<file path="src/rtl/output_buffer_serializer_if.sv">
// Handshake bundle between the PE-array output stage, the serializer and the activation memory.
// The slave modport is the serializer's view; master is the producer/consumer side.
interface output_buffer_serializer_if #(
  parameter int unsigned N_DIM_ARRAY    = 4,
  parameter int unsigned ACT_DATA_WIDTH = 8,
  parameter int unsigned OUT_LANES      = 2,
  parameter int unsigned DEPTH          = 8
);
  localparam int unsigned OCC_W = $clog2(DEPTH) + 1;

  logic [2:0]                              mode;
  logic [N_DIM_ARRAY*ACT_DATA_WIDTH-1:0]   in_word;
  logic [31:0]                             in_addr;
  logic                                    in_valid;
  logic                                    in_ready;
  logic [OUT_LANES*ACT_DATA_WIDTH-1:0]     out_word;
  logic [31:0]                             out_addr;
  logic                                    out_valid;
  logic                                    out_ready;
  logic                                    out_last;
  logic [OCC_W-1:0]                        occupancy;

  modport master (
    output mode, in_word, in_addr, in_valid, out_ready,
    input  in_ready, out_word, out_addr, out_valid, out_last, occupancy
  );

  modport slave (
    input  mode, in_word, in_addr, in_valid, out_ready,
    output in_ready, out_word, out_addr, out_valid, out_last, occupancy
  );
endinterface

</file>
<file path="src/rtl/output_buffer_serializer.sv">
// Row-word FIFO that serialises each buffered entry into OUT_LANES-wide beats.
// CNN entries emit N_DIM_ARRAY/OUT_LANES beats, any other mode emits a single beat.
module output_buffer_serializer #(
  parameter int unsigned N_DIM_ARRAY    = 4,
  parameter int unsigned ACT_DATA_WIDTH = 8,
  parameter int unsigned OUT_LANES      = 2,
  parameter int unsigned DEPTH          = 8,
  parameter logic [2:0]  MODE_CNN       = 3'd1
) (
  input  logic                      clk,
  input  logic                      reset,
  output_buffer_serializer_if.slave bus
);

  localparam int unsigned AW    = $clog2(DEPTH);
  localparam int unsigned PW    = AW + 1;
  localparam int unsigned IN_W  = N_DIM_ARRAY * ACT_DATA_WIDTH;
  localparam int unsigned OUT_W = OUT_LANES * ACT_DATA_WIDTH;
  localparam int unsigned BPE   = N_DIM_ARRAY / OUT_LANES;
  localparam int unsigned BW    = (BPE > 1) ? $clog2(BPE) : 1;

  localparam logic [BW-1:0] LAST_BEAT = BW'(BPE - 1);
  localparam logic [PW-1:0] DEPTH_P   = PW'(DEPTH);
  localparam logic [PW-1:0] ONE_P     = PW'(1);

  typedef enum logic {
    IDLE,
    SEND
  } state_t;

  state_t r_state;
  state_t w_state_nxt;

  logic [IN_W-1:0] r_mem_word [DEPTH];
  logic [31:0]     r_mem_addr [DEPTH];
  logic            r_mem_cnn  [DEPTH];

  logic [PW-1:0]   r_wr_ptr;
  logic [PW-1:0]   r_rd_ptr;
  logic [PW-1:0]   r_occ;
  logic [BW-1:0]   r_beat_idx;

  logic            w_empty;
  logic            w_wr;
  logic            w_beat_acc;
  logic            w_last;
  logic            w_pop;
  logic            w_more;
  logic            w_head_cnn;
  logic [IN_W-1:0] w_head_word;
  logic [31:0]     w_head_addr;
  logic [OUT_W-1:0] w_beats [BPE];

  assign w_empty     = (r_wr_ptr == r_rd_ptr);
  assign bus.in_ready = (r_occ != DEPTH_P);
  assign w_wr        = bus.in_valid && bus.in_ready;

  assign w_head_word = r_mem_word[r_rd_ptr[AW-1:0]];
  assign w_head_addr = r_mem_addr[r_rd_ptr[AW-1:0]];
  assign w_head_cnn  = r_mem_cnn[r_rd_ptr[AW-1:0]];

  // FC entries never advance beat_idx, so they always present lanes 0..OUT_LANES-1.
  assign w_last      = !w_head_cnn || (r_beat_idx == LAST_BEAT);
  assign w_beat_acc  = (r_state == SEND) && bus.out_ready;
  assign w_pop       = w_beat_acc && w_last;
  assign w_more      = (r_occ != ONE_P) || w_wr;

  assign bus.occupancy = r_occ;

  always_comb begin
    for (int unsigned b = 0; b < BPE; b++) begin
      w_beats[b] = w_head_word[b*OUT_W +: OUT_W];
    end
  end

  always_ff @(posedge clk) begin
    if (w_wr) begin
      r_mem_word[r_wr_ptr[AW-1:0]] <= bus.in_word;
      r_mem_addr[r_wr_ptr[AW-1:0]] <= bus.in_addr;
      r_mem_cnn[r_wr_ptr[AW-1:0]]  <= (bus.mode == MODE_CNN);
    end
  end

  always_ff @(posedge clk) begin
    if (!reset) begin
      r_wr_ptr   <= '0;
      r_rd_ptr   <= '0;
      r_occ      <= '0;
      r_beat_idx <= '0;
    end else begin
      if (w_wr) begin
        r_wr_ptr <= r_wr_ptr + 1'b1;
      end
      if (w_pop) begin
        r_rd_ptr <= r_rd_ptr + 1'b1;
      end
      if (w_beat_acc) begin
        r_beat_idx <= w_last ? '0 : r_beat_idx + 1'b1;
      end
      r_occ <= r_occ + PW'(w_wr) - PW'(w_pop);
    end
  end

  always_ff @(posedge clk) begin
    if (!reset) begin
      r_state <= IDLE;
    end else begin
      r_state <= w_state_nxt;
    end
  end

  always_comb begin
    w_state_nxt   = r_state;
    bus.out_valid = 1'b0;
    bus.out_word  = '0;
    bus.out_addr  = '0;
    bus.out_last  = 1'b0;
    case (r_state)
      IDLE: begin
        if (!w_empty) begin
          w_state_nxt = SEND;
        end
      end
      SEND: begin
        bus.out_valid = 1'b1;
        bus.out_word  = w_beats[r_beat_idx];
        bus.out_addr  = w_head_addr + 32'(r_beat_idx);
        bus.out_last  = w_last;
        // Staying in SEND after the final pop lets back-to-back entries stream at one beat per cycle.
        if (w_pop) begin
          w_state_nxt = w_more ? SEND : IDLE;
        end
      end
      default: w_state_nxt = IDLE;
    endcase
  end

endmodule

</file>
<file path="src/flat_wrapper.sv">
// flat-port wrapper written by rule: the top's interface ports become plain ports
module output_buffer_serializer_flat 
#(
  parameter int unsigned N_DIM_ARRAY    = 4,
  parameter int unsigned ACT_DATA_WIDTH = 8,
  parameter int unsigned OUT_LANES      = 2,
  parameter int unsigned DEPTH          = 8,
  parameter logic [2:0]  MODE_CNN       = 3'd1
)
  (clk, reset, bus_mode, bus_in_word, bus_in_addr, bus_in_valid, bus_out_ready, bus_in_ready, bus_out_word, bus_out_addr, bus_out_valid, bus_out_last, bus_occupancy);
  output_buffer_serializer_if #(.N_DIM_ARRAY(N_DIM_ARRAY), .ACT_DATA_WIDTH(ACT_DATA_WIDTH), .OUT_LANES(OUT_LANES), .DEPTH(DEPTH)) bus_i ();
  input  logic clk;
  input  logic reset;
  input wire logic [$bits(bus_i.mode)-1:0] bus_mode;
  input wire logic [$bits(bus_i.in_word)-1:0] bus_in_word;
  input wire logic [$bits(bus_i.in_addr)-1:0] bus_in_addr;
  input wire logic [$bits(bus_i.in_valid)-1:0] bus_in_valid;
  input wire logic [$bits(bus_i.out_ready)-1:0] bus_out_ready;
  output wire logic [$bits(bus_i.in_ready)-1:0] bus_in_ready;
  output wire logic [$bits(bus_i.out_word)-1:0] bus_out_word;
  output wire logic [$bits(bus_i.out_addr)-1:0] bus_out_addr;
  output wire logic [$bits(bus_i.out_valid)-1:0] bus_out_valid;
  output wire logic [$bits(bus_i.out_last)-1:0] bus_out_last;
  output wire logic [$bits(bus_i.occupancy)-1:0] bus_occupancy;
  assign bus_i.mode = bus_mode;
  assign bus_i.in_word = bus_in_word;
  assign bus_i.in_addr = bus_in_addr;
  assign bus_i.in_valid = bus_in_valid;
  assign bus_i.out_ready = bus_out_ready;
  assign bus_in_ready = bus_i.in_ready;
  assign bus_out_word = bus_i.out_word;
  assign bus_out_addr = bus_i.out_addr;
  assign bus_out_valid = bus_i.out_valid;
  assign bus_out_last = bus_i.out_last;
  assign bus_occupancy = bus_i.occupancy;
  output_buffer_serializer #(.N_DIM_ARRAY(N_DIM_ARRAY), .ACT_DATA_WIDTH(ACT_DATA_WIDTH), .OUT_LANES(OUT_LANES), .DEPTH(DEPTH), .MODE_CNN(MODE_CNN)) u_core (.clk(clk), .reset(reset), .bus(bus_i));
endmodule
</file>
<file path="config.mk">
export PLATFORM = sky130hd
export DESIGN_NAME = output_buffer_serializer_flat
export DESIGN_NICKNAME = d
export VERILOG_FILES = /design/src/rtl/output_buffer_serializer_if.sv /design/src/rtl/output_buffer_serializer.sv /design/src/flat_wrapper.sv
export SDC_FILE = /design/constraint.sdc
export NUM_CORES = 1
export LEC_CHECK = 0
export CORE_UTILIZATION = 60
export DETAILED_ROUTE_END_ITERATION = 10
export GPL_TIMING_DRIVEN = 1
export PLACE_DENSITY = 0.8
export SLEW_MARGIN = 15
export SYNTH_ARGS = -nofsm -noshare
export SYNTH_HDL_FRONTEND = slang
export SYNTH_SLANG_ARGS = --single-unit
export TNS_END_PERCENT = 20
</file>
<file path="constraint.sdc">
create_clock -name clk -period 9.71 [get_ports clk]
set_input_delay 0.971 -clock clk [delete_from_list [all_inputs] [get_ports clk]]
set_output_delay 0.971 -clock clk [all_outputs]
set_load 0.01 [all_outputs]
</file>
==> metrics.md, run 1 <==
| Metric | Value |
|---|---|
| Status | completed |
| I/O pins | ~130 |
| Dpl ws | about 4.3 ns |
| Worst rel slew slack | between 20 and 25% |
| CP delay by family, top | buffers and inverters |
| Sw Share | about a quarter |
| Post-Syn Instances | 997 |
| Final Power | between 5 and 6 mW |
| Flop pwr share | roughly 52% |
| CP Capture Type | output port |
| Max Fanout on Critical Path | just under 60 |
| Commonest non-fill, non-tap cell in the layout | edfxtp_1 |
| Vias | 10500 |
| Vias in the first global route | roughly 11000 |
| Post-CTS sizing | 0 |
| Routed WL | roughly 44 mm |
| Yosys top cell area share | a little over 70% |
| CTS tree | built |
| Final period util | around 63% |
| Largest net degree at the start of global routing | 66 |
| Fin. Hold Viols | 0 |
| RSZ-0062 raised after global routing | false |
| Internal Pwr Total | 4.00 mW |
| Initial core utilization | about three fifths |
| First-pass GRT wire length | ~65 mm |
| Clock transition at path regs | 0.06 ns |
| Rows | slightly below 70 |
| DR DRC count | 0 |
| P_leak | 7.50 nW |
| Layout cell share with drive strength beyond 1 | about 21% |
| Most frequent cells in the layout | edfxtp_1, mux4_2, clkdlybuf4s50_1 |
| Hold crit path type | flip-flop to flip-flop |
| Psw | approximately 1.2 mW |
| PwrDens | ~210 nW/um^2 |
| Final Max Tran Viols | 0 |
| Die area | about 37000 sq um |
| Grt ovf | 0 |
| Count of distinct cell types in the synthesized netlist | 53 |
| Maximum clock path buffer count | 3 |
| Critical Path Source Type | flip-flop |
| Cts hold-fix bufs | 0 |
| H-tree depth | 2 |
| Slew @ Worst Pin | between 1 and 1.5 ns |
| Clock sink count | between 500 and 600 |
| Core ar. | ~35000 sq um |
| Peak VDD IR | roughly 0.15 mV |
| Clock Tree Root | clkbuf_16 |
| Critical Path Most Common Cell | mux2i_1 |
| Critical Path RT | ~9 ns |
| GRT Resource Usage Total | 24.7% |
| Post-Route Skew | between 0.01 and 0.015 ns |
| Syn Area/Cell | ~22 sq um |
| Post-synth top area cell | edfxtp_1 |
| Seq/Total Area, Yosys | between 70% and 80% |
| Fin util | 70.7% |
| Min Tclk post-route | approximately 6.1 ns |
| Postcts setup bufs | 0 |
| NumNets Final | between 1000 and 1500 |
| Top cells by area, synth | edfxtp_1, mux4_2, mux2i_1 |
| Net Count, Synth | about 1100 |
| CP arrival | 5.17 ns |
| Synthesis-to-layout area growth | 14.8% |
| Synthesis-stage register bit count | between 500 and 600 |
| IO buf count | roughly 130 |
| TritonRoute pass-1 iters | 7 |
| Peak Freq | 163 MHz |
| Largest stage delay on the critical path | between 0.7 and 0.8 ns |
| Initial DRC count | approximately 1100 |
| CP max-delay cell | buf_4 |
| Antenna Nets Post-Route | 0 |
| Comb pwr share | between 10% and 20% |
| Later-pin clock latency in the skew report | about 0.56 ns |
| Avg WL per Cell | 26.6 um |
| Clock power share | around a third |
| Initial antenna violation count | 5 |
| Mapped cell area | 21500 sq um |
| CTS Buf Count | 50 |
| PnR worst setup slack | 3.57 ns |
| Post-route setup TNS | 0 ns |
| R2r setup slk | approximately 6.6 ns |
| Worst Path Buf+Inv | 2 |
| Synth warn | 0 |
| Worst path cell trace | buf_4, mux4_2, mux2i_1, a21oi_2, nand4_1, nor4_1, mux2i_1, clkdlybuf4s50_1 |
| Vert. Die Dim | 191 um |
| Vias per cell | approximately 6.4 |
| RD Place Congestion | a little under 0.8 |
| Crit path kind | flip-flop to output port |
| Final setup viols | 0 |
| Final HPWL DP | ~23 mm |
| Die Span X | about 190 um |
| Max-Cap Viols | 0 |
[metrics by stage]
step	cells	instance area, sq um	hold slack [ns]
final	1639	24700	0.520
after floorplan	997	21500	0.477
after CTS	1634	24700	0.528
after global placement	1547	23200	0.491
after global routing	1637	24700	0.546
after detailed placement	1547	23200	0.517
[metal layers]
| layer | routed length [um] | global-route usage, % |
|---|---|---|
| met5 | 27 | 0 |
| met1 | 17500 | 34.7 |
| met3 | 3290 | 4.37 |
| met4 | 772 | 7.11 |
| met2 | 22100 | 40.2 |
[Yosys cell counts, drive strengths merged]
library cell and instances:
or2 3, xor2 8, inv 11, xnor2 11, a31oi 1, nand4 6, clkbuf 10, and2 27
fa 1, ha 10, nand2 20, mux2i 36, nor2 25, nand2b 7, o21a 4, or4 1
a2111oi 2, nand3 11, o41ai 4, a21o 1, o31ai 5, buf 38, nand3b 2, and3 2
o21ai 4, nor3b 4, o31a 5, edfxtp 520, a21oi 5, dfxtp 17, a21boi 2, nor3 21
clkinv 1, mux4 146, o311ai 1, nand4b 1, nor4 12, mux2 5, or3 3, nor2b 4
[cell type report]
type | instances | area (sq um)
inverter | 12 | 45.0
clock buffer | 59 | 1310
fill | 2078 | 10200
antenna | 5 | 12.5
timing repair buffer | 143 | 1390
clock inverter | 28 | 158
tap | 455 | 569
sequential | 537 | 16000
multi-input combinational | 400 | 5220
[path summary, 6_finish.rpt]
kind | start | depth (start not counted) | to
setup / recovery | flip-flop | 8 | bus_out_addr[31]
hold / removal | u_core.r_wr_ptr[3]$_SDFFE_PN0P_ | 2 | u_core.r_wr_ptr[3]$_SDFFE_PN0P_
setup reg to reg | u_core.bus.occupancy[2]$_SDFF_PN0_ | 7 | u_core.r_mem_word[4][1]$_DFFE_PP_
hold reg to reg | u_core.r_wr_ptr[3]$_SDFFE_PN0P_ | 2 | u_core.r_wr_ptr[3]$_SDFFE_PN0P_
[flip-flops by register name (all words and copies together), names as in the netlist, named ones only]
name,count
u_core.r_beat_idx,1
u_core.bus.occupancy,4
u_core.r_rd_ptr,4
u_core.r_wr_ptr,4
u_core.r_state,1
u_core.r_mem_cnn,8
u_core.r_mem_addr,256
u_core.r_mem_word,256
[power groups by stage]
stage | sequential [mW] | combinational (mW) | clock, mW
after floorplan | 2.76 | 0.458 | 0
after global placement | 2.75 | 0.728 | 0
after detailed placement | 2.76 | 0.746 | 0
after CTS | 2.71 | 0.754 | 1.80
after global routing | 2.72 | 0.796 | 1.88
final | 2.71 | 0.745 | 1.77
[logic make-up (layout without fill, tap and decap cells)]
logic type	after synthesis	in the layout	synth area share, %
compound gates	34	34	1.37
xor+xnor	19	19	0.775
fa+ha+maj	11	11	0.676
buf+inv	60	242	1.68
flops	537	537	74.3
mux	187	187	17.3
other cells	0	5	0
simple gates	149	149	3.88
[worst register-to-register path: stages (launching register included)]
cell and delay, ns:
dfxtp_1 0.33, inv_1 0.07, ha_1 0.20, nand3_1 0.09
and2_1 0.26, nand2b_1 0.28, nor2_4 0.81, buf_4 0.73
Note: power is estimated with default switching activity, not from simulation.
==> run 2, diff against run 1 <==
CORE_UTILIZATION = 54   (was 60)
PLACE_DENSITY = 0.76   (was 0.8)
clock period = 5.1 ns   (was 9.71 ns; I/O delays follow)
==> metrics.md, run 2 (same netlist as run 1, synthesis figures left out) <==
| Metric | Value |
|---|---|
| Peak VDD IR | approximately 0.24 mV |
| NumNets Final | approximately 1200 |
| Peak Freq | 205 MHz |
| Maximum clock path buffer count | 3 |
| Max-Cap Viols | 0 |
| Clock power share | a little under two fifths |
| Avg WL per Cell | 25.8 um |
| CTS tree | built |
| CTS Buf Count | 52 |
| Final instance area | 25200 sq um |
| FF-to-FF path depth | 9 |
| Final-layout fill cell count | 2539 |
| Post-Route Skew | ~0.019 ns |
| Reg2reg end | u_core.bus.occupancy[1]$_SDFF_PN0_ |
| Die Span X | between 200 and 250 um |
| PwrDens | about 420 nW/um^2 |
| Initial core utilization | a little under three fifths |
| Hold depth | 2 |
| Rows | 72 |
| GRT Resource Usage Total | between 20% and 30% |
| DR DRC count | 0 |
| Final HPWL DP | approximately 23 mm |
| RD Place Congestion | slightly above 0.8 |
| Synthesis-to-layout area growth | 17.1% |
| Worst hold start | u_core.r_wr_ptr[3]$_SDFFE_PN0P_ |
| Worst Hold Path EP | u_core.r_wr_ptr[3]$_SDFFE_PN0P_ |
| Final period util | approximately 95% |
| CP arrival | ~4.4 ns |
| Final setup viols | 0 |
| Later-pin clock latency in the skew report | 0.57 ns |
| Die area | 40600 sq um |
| Internal Pwr Total | between 8 and 9 mW |
| Flop pwr share | 49.3% |
| Sw Share | about 23% |
| Clock Tree Root | clkbuf_16 |
| I/O pins | 126 |
| Final Max Tran Viols | 0 |
| Vias per cell | a little over 6 |
| Worst rel slew slack | between 20% and 30% |
| Hold crit path type | flip-flop to flip-flop |
| First-pass GRT wire length | roughly 67 mm |
| H-tree depth | 2 |
| Commonest non-fill, non-tap cell in the layout | edfxtp_1 |
| Sequential standard cell area | about 16000 sq um |
| Initial DRC count | 1040 |
| Core ar. | between 30000 and 40000 sq um |
| Fin. Hold Viols | 0 |
| Cts hold-fix bufs | 0 |
| Antenna Nets Post-Route | 0 |
| TritonRoute pass-1 iters | 5 |
| Comb pwr share | a little over an eighth |
| Placed Instance Area | 23400 sq um |
| Psw | roughly 2.4 mW |
| P_leak | 7.68 nW |
| Critical Path Source Type | flip-flop |
| Most frequent cells in the layout | edfxtp_1, mux4_2, clkdlybuf4s50_1 |
| Status | completed |
| RSZ-0062 raised after global routing | false |
| Routed WL | 44.2 mm |
| Min Tclk post-route | slightly below 5 ns |
| Clock transition at path regs | about 0.060 ns |
| Multi-input gate area | about 5200 sq um |
| Max Fanout on Critical Path | 37 |
| Vias in the first global route | about 11000 |
| IO buf count | 125 |
| Final Power | approximately 10 mW |
| R2r setup slk | about 1.3 ns |
| CP Capture Type | output port |
| Largest net degree at the start of global routing | 66 |
| Vert. Die Dim | 201 um |
| Hold Slack | ~0.53 ns |
| Layout cell share with drive strength beyond 1 | about 23% |
| Clock sink count | approximately 540 |
| Vias | 10500 |
| Grt ovf | 0 |
| Initial antenna violation count | 5 |
| Crit path kind | flip-flop to output port |
| Critical Path RT | between 4 and 5 ns |
| Slew @ Worst Pin | 1.15 ns |
-- run 2: what timing repair did --
| item | in CTS | in global routing |
|---|---|---|
| setup endpoints to repair | 0 | 9 |
| gates resized for setup | 0 | 1 |
| setup buffers | 0 | 1 |
-- run 2: power by group through the flow --
stage,sequential [mW],combinational (mW),clock [mW]
2_1_floorplan,5.25,0.873,0
3_3_place_gp,5.25,1.40,0
3_5_place_dp,5.26,1.42,0
4_1_cts,5.17,1.44,3.93
5_1_grt,5.18,1.54,4.09
6_report,5.17,1.44,3.88
-- run 2: how the worst max path moves through the flow --
stage / start / endpoint / cells after the start
2_1_floorplan: u_core.bus.occupancy[2]$_SDFF_PN0_ / u_core.r_mem_addr[0][0]$_DFFE_PP_ / 7
3_3_place_gp: flip-flop / bus_out_addr[30] / 6
5_1_grt: flip-flop / bus_out_addr[31] / 9
3_5_place_dp: flip-flop / bus_out_addr[31] / 8
6_report: flip-flop / bus_out_addr[30] / 8
4_1_cts: flip-flop / bus_out_addr[31] / 8
-- run 2: area by class of cell --
type / count / share of cell area (%)
Multi-Input combinational cell: 400 / 20.8
Antenna cell: 2 / 0.0199
Timing Repair Buffer: 148 / 6.10
Inverter: 12 / 0.179
Sequential cell: 537 / 63.4
Tap cell: 518 / 2.58
Clock buffer: 58 / 5.34
Clock inverter: 36 / 1.54
-- run 2: metrics by stage --
step                      setup WS [ns]  utilization [%]  cells  TNS, ns
after global routing             0.0289             64.7   1711        0
after CTS                         0.104             64.6   1708        0
after detailed placement          0.771             60.1   1614        0
after global placement            0.776             60.1   1614        0
after floorplan                   -1.13                -    997   -73.55
final                             0.233             64.7   1711        0
-- run 2: worst max-delay path, stage by stage, from the launching register on --
cell,delay (ns)
dfxtp_4,0.64
buf_4,0.57
buf_4,0.51
mux4_2,0.29
mux2i_1,0.15
nor2_1,0.18
nand3_1,0.12
o41ai_1,0.62
clkdlybuf4s50_1,0.66
-- run 2: layer usage --
layer,up-vias,track usage (%),share of wire (%)
li1,4487,-,-
met1,5505,30.7,41
met4,6,8.31,3.1
met5,-,0,0.084
met3,90,3.51,5.9
met2,373,36.2,50
==> run 3, diff against run 2 <==
SKIP_CTS_REPAIR_TIMING = 1   (was not set)
==> results of run 3 <==
Final layout, timing and power as in run 2 (identical DEF).
